<file path="config.mk">
export PLATFORM = sky130hd
export DESIGN_NAME = uart_cmd_parser
export DESIGN_NICKNAME = d
export VERILOG_FILES = /design/src/rtl/uart_cmd_pkg.sv /design/src/rtl/byte_timeout.sv /design/src/rtl/uart_cmd_parser.sv
export SDC_FILE = /design/constraint.sdc
export NUM_CORES = 1
export LEC_CHECK = 0
export BUFFER_PORTS_ARGS = -buffer_cell sky130_fd_sc_hd__buf_4
export CELL_PAD_IN_SITES_DETAIL_PLACEMENT = 0
export CELL_PAD_IN_SITES_GLOBAL_PLACEMENT = 1
export CORE_UTILIZATION = 49
export DETAILED_ROUTE_END_ITERATION = 12
export GPL_TIMING_DRIVEN = 0
export HOLD_SLACK_MARGIN = 0.03
export PLACE_DENSITY_LB_ADDON = 0.3
export SLEW_MARGIN = 15
export SYNTH_ARGS = -nofsm -noshare
export SYNTH_HDL_FRONTEND = slang
export SYNTH_SLANG_ARGS = --single-unit
</file>
<file path="constraint.sdc">
create_clock -name clk -period 3.17 [get_ports clk]
set_clock_uncertainty 0.15 [all_clocks]
set_input_delay 0.1585 -clock clk [delete_from_list [all_inputs] [get_ports clk]]
set_output_delay 0.1585 -clock clk [all_outputs]
set_load 0.01 [all_outputs]
</file>
<file path="src/rtl/uart_cmd_pkg.sv">
// Shared types and constants for the UART command parser.
package uart_cmd_pkg;
   typedef enum logic [1:0] {IDLE, GOT_HEAD, GOT_CMD, GOT_CHK} state_t;

   localparam logic [7:0] DEF_HEAD = 8'hAA;
   localparam logic [7:0] DEF_TAIL = 8'h55;

   localparam logic [1:0] CMD_OFF  = 2'b00;
   localparam logic [1:0] CMD_LED  = 2'b01;
   localparam logic [1:0] CMD_BEEP = 2'b10;
   localparam logic [1:0] CMD_BOTH = 2'b11;
endpackage

</file>
<file path="src/rtl/byte_timeout.sv">
// Inter-byte gap counter; expire is suppressed whenever clr is asserted so a
// byte arriving in the expiry cycle always wins.
module byte_timeout #(
   parameter int LIMIT = 500000
) (
   input  logic clk,
   input  logic rst_n,
   input  logic clr,
   input  logic en,
   output logic expire
);
   localparam int W = (LIMIT > 1) ? $clog2(LIMIT) : 1;

   logic [W-1:0] cnt;

   assign expire = en && !clr && (cnt == W'(LIMIT - 1));

   always_ff @(posedge clk or negedge rst_n) begin
      if (!rst_n)             cnt <= '0;
      else if (clr || expire) cnt <= '0;
      else if (en)            cnt <= cnt + W'(1);
   end
endmodule

</file>
<file path="src/rtl/uart_cmd_parser.sv">
// Framed command parser: HEAD, C, ~C, TAIL -> registered 2-bit cmd with
// one-cycle cmd_vld / frm_err strobes and an inter-byte timeout.
module uart_cmd_parser
   import uart_cmd_pkg::*;
#(
   parameter int          CLK_FREQ   = 50_000_000,
   parameter int          TIMEOUT_MS = 10,
   parameter logic [7:0]  HEAD       = DEF_HEAD,
   parameter logic [7:0]  TAIL       = DEF_TAIL
) (
   input  logic       clk,
   input  logic       rst_n,
   input  logic [7:0] rx_data,
   input  logic       rx_vld,
   output logic [1:0] cmd,
   output logic       cmd_vld,
   output logic       frm_err,
   output logic       busy
);
   localparam int LIMIT = CLK_FREQ / 1000 * TIMEOUT_MS;

   state_t     state, state_nxt;
   logic [7:0] cmd_buf, buf_nxt;
   logic [1:0] cmd_nxt;
   logic       vld_nxt, err_nxt, bad, expire;

   byte_timeout #(.LIMIT(LIMIT)) u_tmo (
      .clk    (clk),
      .rst_n  (rst_n),
      .clr    (rx_vld || state == IDLE),
      .en     (state != IDLE),
      .expire (expire)
   );

   always_comb begin
      state_nxt = state;
      buf_nxt   = cmd_buf;
      cmd_nxt   = cmd;
      vld_nxt   = 1'b0;
      err_nxt   = 1'b0;
      bad       = 1'b0;
      case (state)
         IDLE:     if (rx_vld && rx_data == HEAD) state_nxt = GOT_HEAD;
         GOT_HEAD: if (rx_vld) begin
            buf_nxt = rx_data;
            if (rx_data[7:2] != 6'd0) bad = 1'b1;
            else                      state_nxt = GOT_CMD;
         end
         GOT_CMD:  if (rx_vld) begin
            if (rx_data == ~cmd_buf) state_nxt = GOT_CHK;
            else                     bad = 1'b1;
         end
         GOT_CHK:  if (rx_vld) begin
            if (rx_data == TAIL) begin
               cmd_nxt   = cmd_buf[1:0];
               vld_nxt   = 1'b1;
               state_nxt = IDLE;
            end else begin
               bad = 1'b1;
            end
         end
         default:  state_nxt = IDLE;
      endcase
      // A rejected byte that is itself a header starts the next frame.
      if (bad) begin
         err_nxt   = 1'b1;
         state_nxt = (rx_data == HEAD) ? GOT_HEAD : IDLE;
      end
      if (expire) begin
         err_nxt   = 1'b1;
         state_nxt = IDLE;
      end
   end

   always_ff @(posedge clk or negedge rst_n) begin
      if (!rst_n) begin
         state   <= IDLE;
         cmd_buf <= '0;
         cmd     <= CMD_OFF;
         cmd_vld <= 1'b0;
         frm_err <= 1'b0;
      end else begin
         state   <= state_nxt;
         cmd_buf <= buf_nxt;
         cmd     <= cmd_nxt;
         cmd_vld <= vld_nxt;
         frm_err <= err_nxt;
      end
   end

   assign busy = (state != IDLE);
endmodule

</file>
**Yosys cells after proc, flatten, opt, wreduce, memory -nomap -nowiden**

Index checks and enable logic that the tools add are counted.

- Latch bits: 0
- Memory bits (writable): 0
- Memories kept: 0
- Logic and storage cells: 60
- Memory bits (read-only): 0
- Bits in registers: 33
- Input port bits: 11

- Order comparisons: 0
- Bitwise logic cells: 1
- Div/mod/pow operators: 0
- Reductions and logical operators: 13
- Multiplexer cells: 25
- Shift-type cells: 0
- Add/sub/neg operators: 1
- Multipliers: 0
- Eq/ne operators: 14

Operators by type and width:

| kind | count |
|---|---|
| $mux 19 | 2 |
| $ne 4x3->1 const B | 6 |
| $add 19x1->19 const B | 1 |
| $eq 19x19->1 const B | 1 |
| $mux 2 | 9 |
| $mux 1 | 12 |
| $eq 8x7->1 const B | 1 |
| $eq 8x8->1 | 1 |
| $eq 8x8->1 const B | 1 |
| $not 8->8 | 1 |
| $pmux 2 s4 | 1 |
| $reduce_and 7->1 | 1 |
| $reduce_bool 6->1 | 1 |
| $eq 2x2->1 const B | 2 |
| $ne 4x2->1 const B | 1 |
| $reduce_bool 2->1 | 2 |
| $logic_and 1x1->1 | 3 |
| $pmux 1 s3 | 1 |
| $reduce_and 3->1 | 1 |
| $eq 2x1->1 const B | 1 |
| $logic_not 2->1 | 1 |
| $logic_or 1x1->1 | 2 |
| $reduce_and 2->1 | 1 |
| $logic_not 1->1 | 1 |

**Logic depth before layout (Yosys ltp)**

- Word-level depth: 7
- Depth in mapped cells: 8
- Gate-level depth less buffers: 8

**Hierarchy**

A second synthesis with hierarchy kept.

- Cell total of the unflattened synthesis: 178
- Area, all modules: 1,874.3 µm²

By module, submodules not included:

| module | cells an instance | times used | area an instance (µm²) |
|---|---|---|---|
| byte_timeout | 104 | 1 | 1,028.5 |
| uart_cmd_parser | 74 | 1 | 845.8 |

**Worst setup path before layout**

OpenSTA, ideal clock, no wires.

- Kind: register to register
- Start: register u_tmo.cnt[5]
- End: register u_tmo.cnt[17]
- Slack: 1.351 ns
- Library setup time: 0.119 ns
- Cell stages (with the launch flop): 7
- Arrival time: 1.550 ns
- Clock period less this slack: 1.819 ns
- Cell sequence: dfrtp_1 -> or4b_1 -> nor3_2 -> nand4_2 -> nand2_4 -> buf_6 -> nor2_1

- Cells in the longest elaborated chain, start to end: 4

Ends and longest elaborated chain:

| item | line | RTL |
|---|---|---|
| from (decl) | byte_timeout.sv:14 | `logic [W-1:0] cnt;` |
| from (signal assigned) | byte_timeout.sv:21 | `else if (en) cnt <= cnt + W'(1);` |
| parallel branches: the longest is 4 deep, another holds $add 19x1->19 | - |  |

Several ways; the timed one is not identified. The select of a mux whose other input is x is not followed.
A chain may end at the register's enable or synchronous reset.

**Worst setup path in the final report**

- Start: register state[0]
- End: register u_tmo.cnt[10]

- Cells in the longest elaborated chain, start to end: 7

Ends and longest elaborated chain:

| item | line | RTL |
|---|---|---|
| from (decl) | uart_cmd_parser.sv:22 | `state_t state, state_nxt;` |
| from (signal assigned) | uart_cmd_parser.sv:83 | `state <= state_nxt;` |
| $logic_not 2->1 | uart_cmd_parser.sv:30 | `.clr (rx_vld \|\| state == IDLE),` |
| $logic_or 1x1->1 | uart_cmd_parser.sv:30 |  |
| $logic_not 1->1 | byte_timeout.sv:16 | `assign expire = en && !clr && (cnt == W'(LIMIT - 1));` |
| $logic_and 1x1->1 (2 in series) | byte_timeout.sv:16 |  |
| $logic_or 1x1->1 | byte_timeout.sv:20 | `else if (clr \|\| expire) cnt <= '0;` |
| $mux 19 / $reduce_bool 2->1 (equally long branches) | - |  |

Several ways; a longest one is shown, not always the timed one.

==> flow_summary.json <==
{
  "grtUsageMet3_pct": 6.30,
  "path_class": "reg2reg",
  "yosysMostFrequentCell": "dfrtp_1",
  "drive_above_1_share_pct": 18.0,
  "hold_path.class": "in2reg",
  "syn_inst": 175,
  "area_delta_synth_final_pct": 17.4,
  "endpoint_kind": "flop",
  "numCtsBuffers": 5,
  "relSlewSlack_pct": 72.5,
  "final_cell_area_um2": 2050,
  "synth_edf_count": 0,
  "ios": 16,
  "arrival_ns": 2.12,
  "clockBufferDepth": 2,
  "async_flop_share_pct": 100,
  "synth_top_flop_cell": "dfrtp_1",
  "total_power_mw": 1.20,
  "dpl_cell_area_um2": 1910,
  "fin_hold_ws_ns": 0.0823,
  "place_ws_ns": 1.13,
  "ys_types": 32,
  "critPathBufInv": 2,
  "yosysTopAreaCell": "dfrtp_1",
  "clk_pin_slew_ns": 0.10,
  "slew_viol_final": 0,
  "gp_congestion": 0.748,
  "cpLargestDelayFamily": "simple AND/OR/NAND/NOR gates",
  "dieWidth_um": 61.7,
  "grt_overflow": 0,
  "post-route-min-period_ns": 2.05,
  "nFillCells": 315,
  "die_area_um2": 3800,
  "antenna_cells": 0,
  "slowest_delay_ns": 0.43,
  "synth_top_area_share_pct": 47.3,
  "synthTopCellsByCount": "33 x dfrtp_1, 20 x nor2_1, 18 x nand2_1",
  "maxCapViolations": 0,
  "crit_top_cell": "nor2_1",
  "cts_tree": "yes",
  "yosys_warnings": 0,
  "grt_pass1_wl_um": 5750,
  "insertion_delay_ns": 0.34,
  "grt_util_met2_pct": 36.9,
  "routed_via_density": 5.29,
  "rsz0062_at_grt": "false",
  "synth_nets": 191,
  "ys_ff_latch": 33,
  "max_slew.worst_pin.slew_ns": 0.413,
  "netlist_area_um2": 1740,
  "startpoint_type": "flop",
  "status": "finished clean",
  "cts.htree.levels": 2,
  "antenna_found_initial": 0,
  "period_share_pct": 64.7,
  "portBuffers": 14,
  "p_leak_nw": 0.924,
  "yosys-top-cells-area": "dfrtp_1 47%, xor2_1 8.0%, mux2_2 6.5%, nor2_1 4.3%, nand2_1 3.9%",
  "crit_path_cell_trace": "inv_1, ha_1, nor2_1, nand4_2, nand2_4, buf_6, nor2_1",
  "ir_worst_vdd_mv": 0.443,
  "start_util_pct": 51.9,
  "rows": 21,
  "core_um2": 3360,
  "wl_um": 3430,
  "drtIter0Drc": 58,
  "setup_tns_ns": 0,
  "clockRootBuffer": "clkbuf_4",
  "antenna_left": 0,
  "grt_pass1_vias": 1303,
  "track_usage_pct": 21.6,
  "setup_slack_ns": 1.12,
  "cp.required_ns": 3.24,
  "clkSinkCount": 33,
  "dr.pass1.iters": 4,
  "finalSetupViolCount": 0,
  "hold_viol": 0,
  "place_hpwl_um": 2440,
  "synth_seq_area_share_pct": 47.3,
  "max_clock_freq_mhz": 488,
  "drc": 0,
  "slowest_stage": "dfrtp_1",
  "synth.avg_cell_area_um2": 9.97,
  "via_count": 1333,
  "power_density_nw_per_um2": 583,
  "wl_per_cell_um": 13.6,
  "grt_busiest_layer": "met2",
  "gr-usage-met1_pct": 25.5,
  "fp.dieH_um": 61.7,
  "fin_nets": 221,
  "crit_fanout": 10,
  "grt_max_degree": 34
}
-- layout by cell type (no fill, tap or decap), drive strengths merged --
master and count:
dfrtp 33, nor2 20, nand2 19, xor2 16, buf 16, mux2 10
o21ai 9, dlygate4sd3 9, nand3 8, inv 7, nand4 7, clkbuf 7
a21oi 6, nor3 6, or3 5, ha 5, and3 5, xnor2 4
nor4b 2, nor2b 2, clkinv 2, and4b 1, a311o 1, or4b 1
a22oi 1, mux2i 1, a31oi 1, nand4b 1, nor3b 1
-- path summary, 6_finish.rpt --
check	from	end	slack (ns)	depth (start not counted)
setup / recovery	state[0]	u_tmo.cnt[10]	1.12	7
hold / removal	rx_vld	u_tmo.cnt[4]	0.08	2
setup reg to reg	state[0]	u_tmo.cnt[10]	1.12	7
hold reg to reg	u_tmo.cnt[0]	u_tmo.cnt[0]	0.36	1
max in group asynchronous	rst_n	u_tmo.cnt[13]	2.43	2
min in group asynchronous	rst_n	u_tmo.cnt[15]	0.14	2
-- logic make-up (layout without fill, tap and decap cells) --
group,Yosys count,in the layout,synth area share (%)
multiplexers,11,11,7.03
XOR/XNOR,20,20,10.0
adder cells (fa/ha/maj),5,5,3.59
buffers and inverters,10,41,2.65
flip-flops,33,33,47.3
AO/OA/AOI/OAI,18,18,5.67
AND/OR/NAND/NOR,78,78,23.7
-- timing repair --
item                                   4_1_cts  5_1_grt
setup buffers                                0        0
endpoints found under the hold margin       41        0
gates resized for setup                      0        0
hold buffers                                 9        0
-- metrics by stage --
stage | util [%] | cells
final | 60.9 | 252
after global routing | 60.9 | 252
after detailed placement | 56.7 | 235
after CTS | 60.9 | 252
after global placement | 56.7 | 235
after floorplan | - | 175
-- sequential cells by signal, summed over array words and instances, names as in the netlist --
signal and flops:
cmd 2, frm_err 1, state 2, cmd_vld 1, u_tmo.cnt 19, cmd_buf 8
-- routing by layer --
metal | share of wire, % | wire length (um) | up-vias
met5 | 0 | 0 | -
met4 | 1.8 | 62 | 0
met3 | 3.0 | 103 | 6
met2 | 53 | 1810 | 19
met1 | 42 | 1460 | 647
li1 | - | - | 661
-- layout make-up --
class / count / area, um2 / share of cell area (%)
multi-input combinational: 132 / 872 / 42.6
sequential: 33 / 826 / 40.3
timing repair buffer: 23 / 195 / 9.53
tap: 46 / 57.6 / 2.81
clock buffer: 6 / 41.3 / 2.02
inverter: 7 / 26.3 / 1.28
buffer: 3 / 20.0 / 0.977
clock inverter: 2 / 10.0 / 0.489
-- power by group --
group	total, mW	internal (mW)	leakage (nW)	switching (mW)
Combinational	0.408	0.195	0.454	0.213
Sequential	0.562	0.499	0.438	0.0628
Clock	0.225	0.0844	0.0320	0.140
Total	1.20	0.779	0.924	0.416
Note: power is estimated with default switching activity, not from simulation.
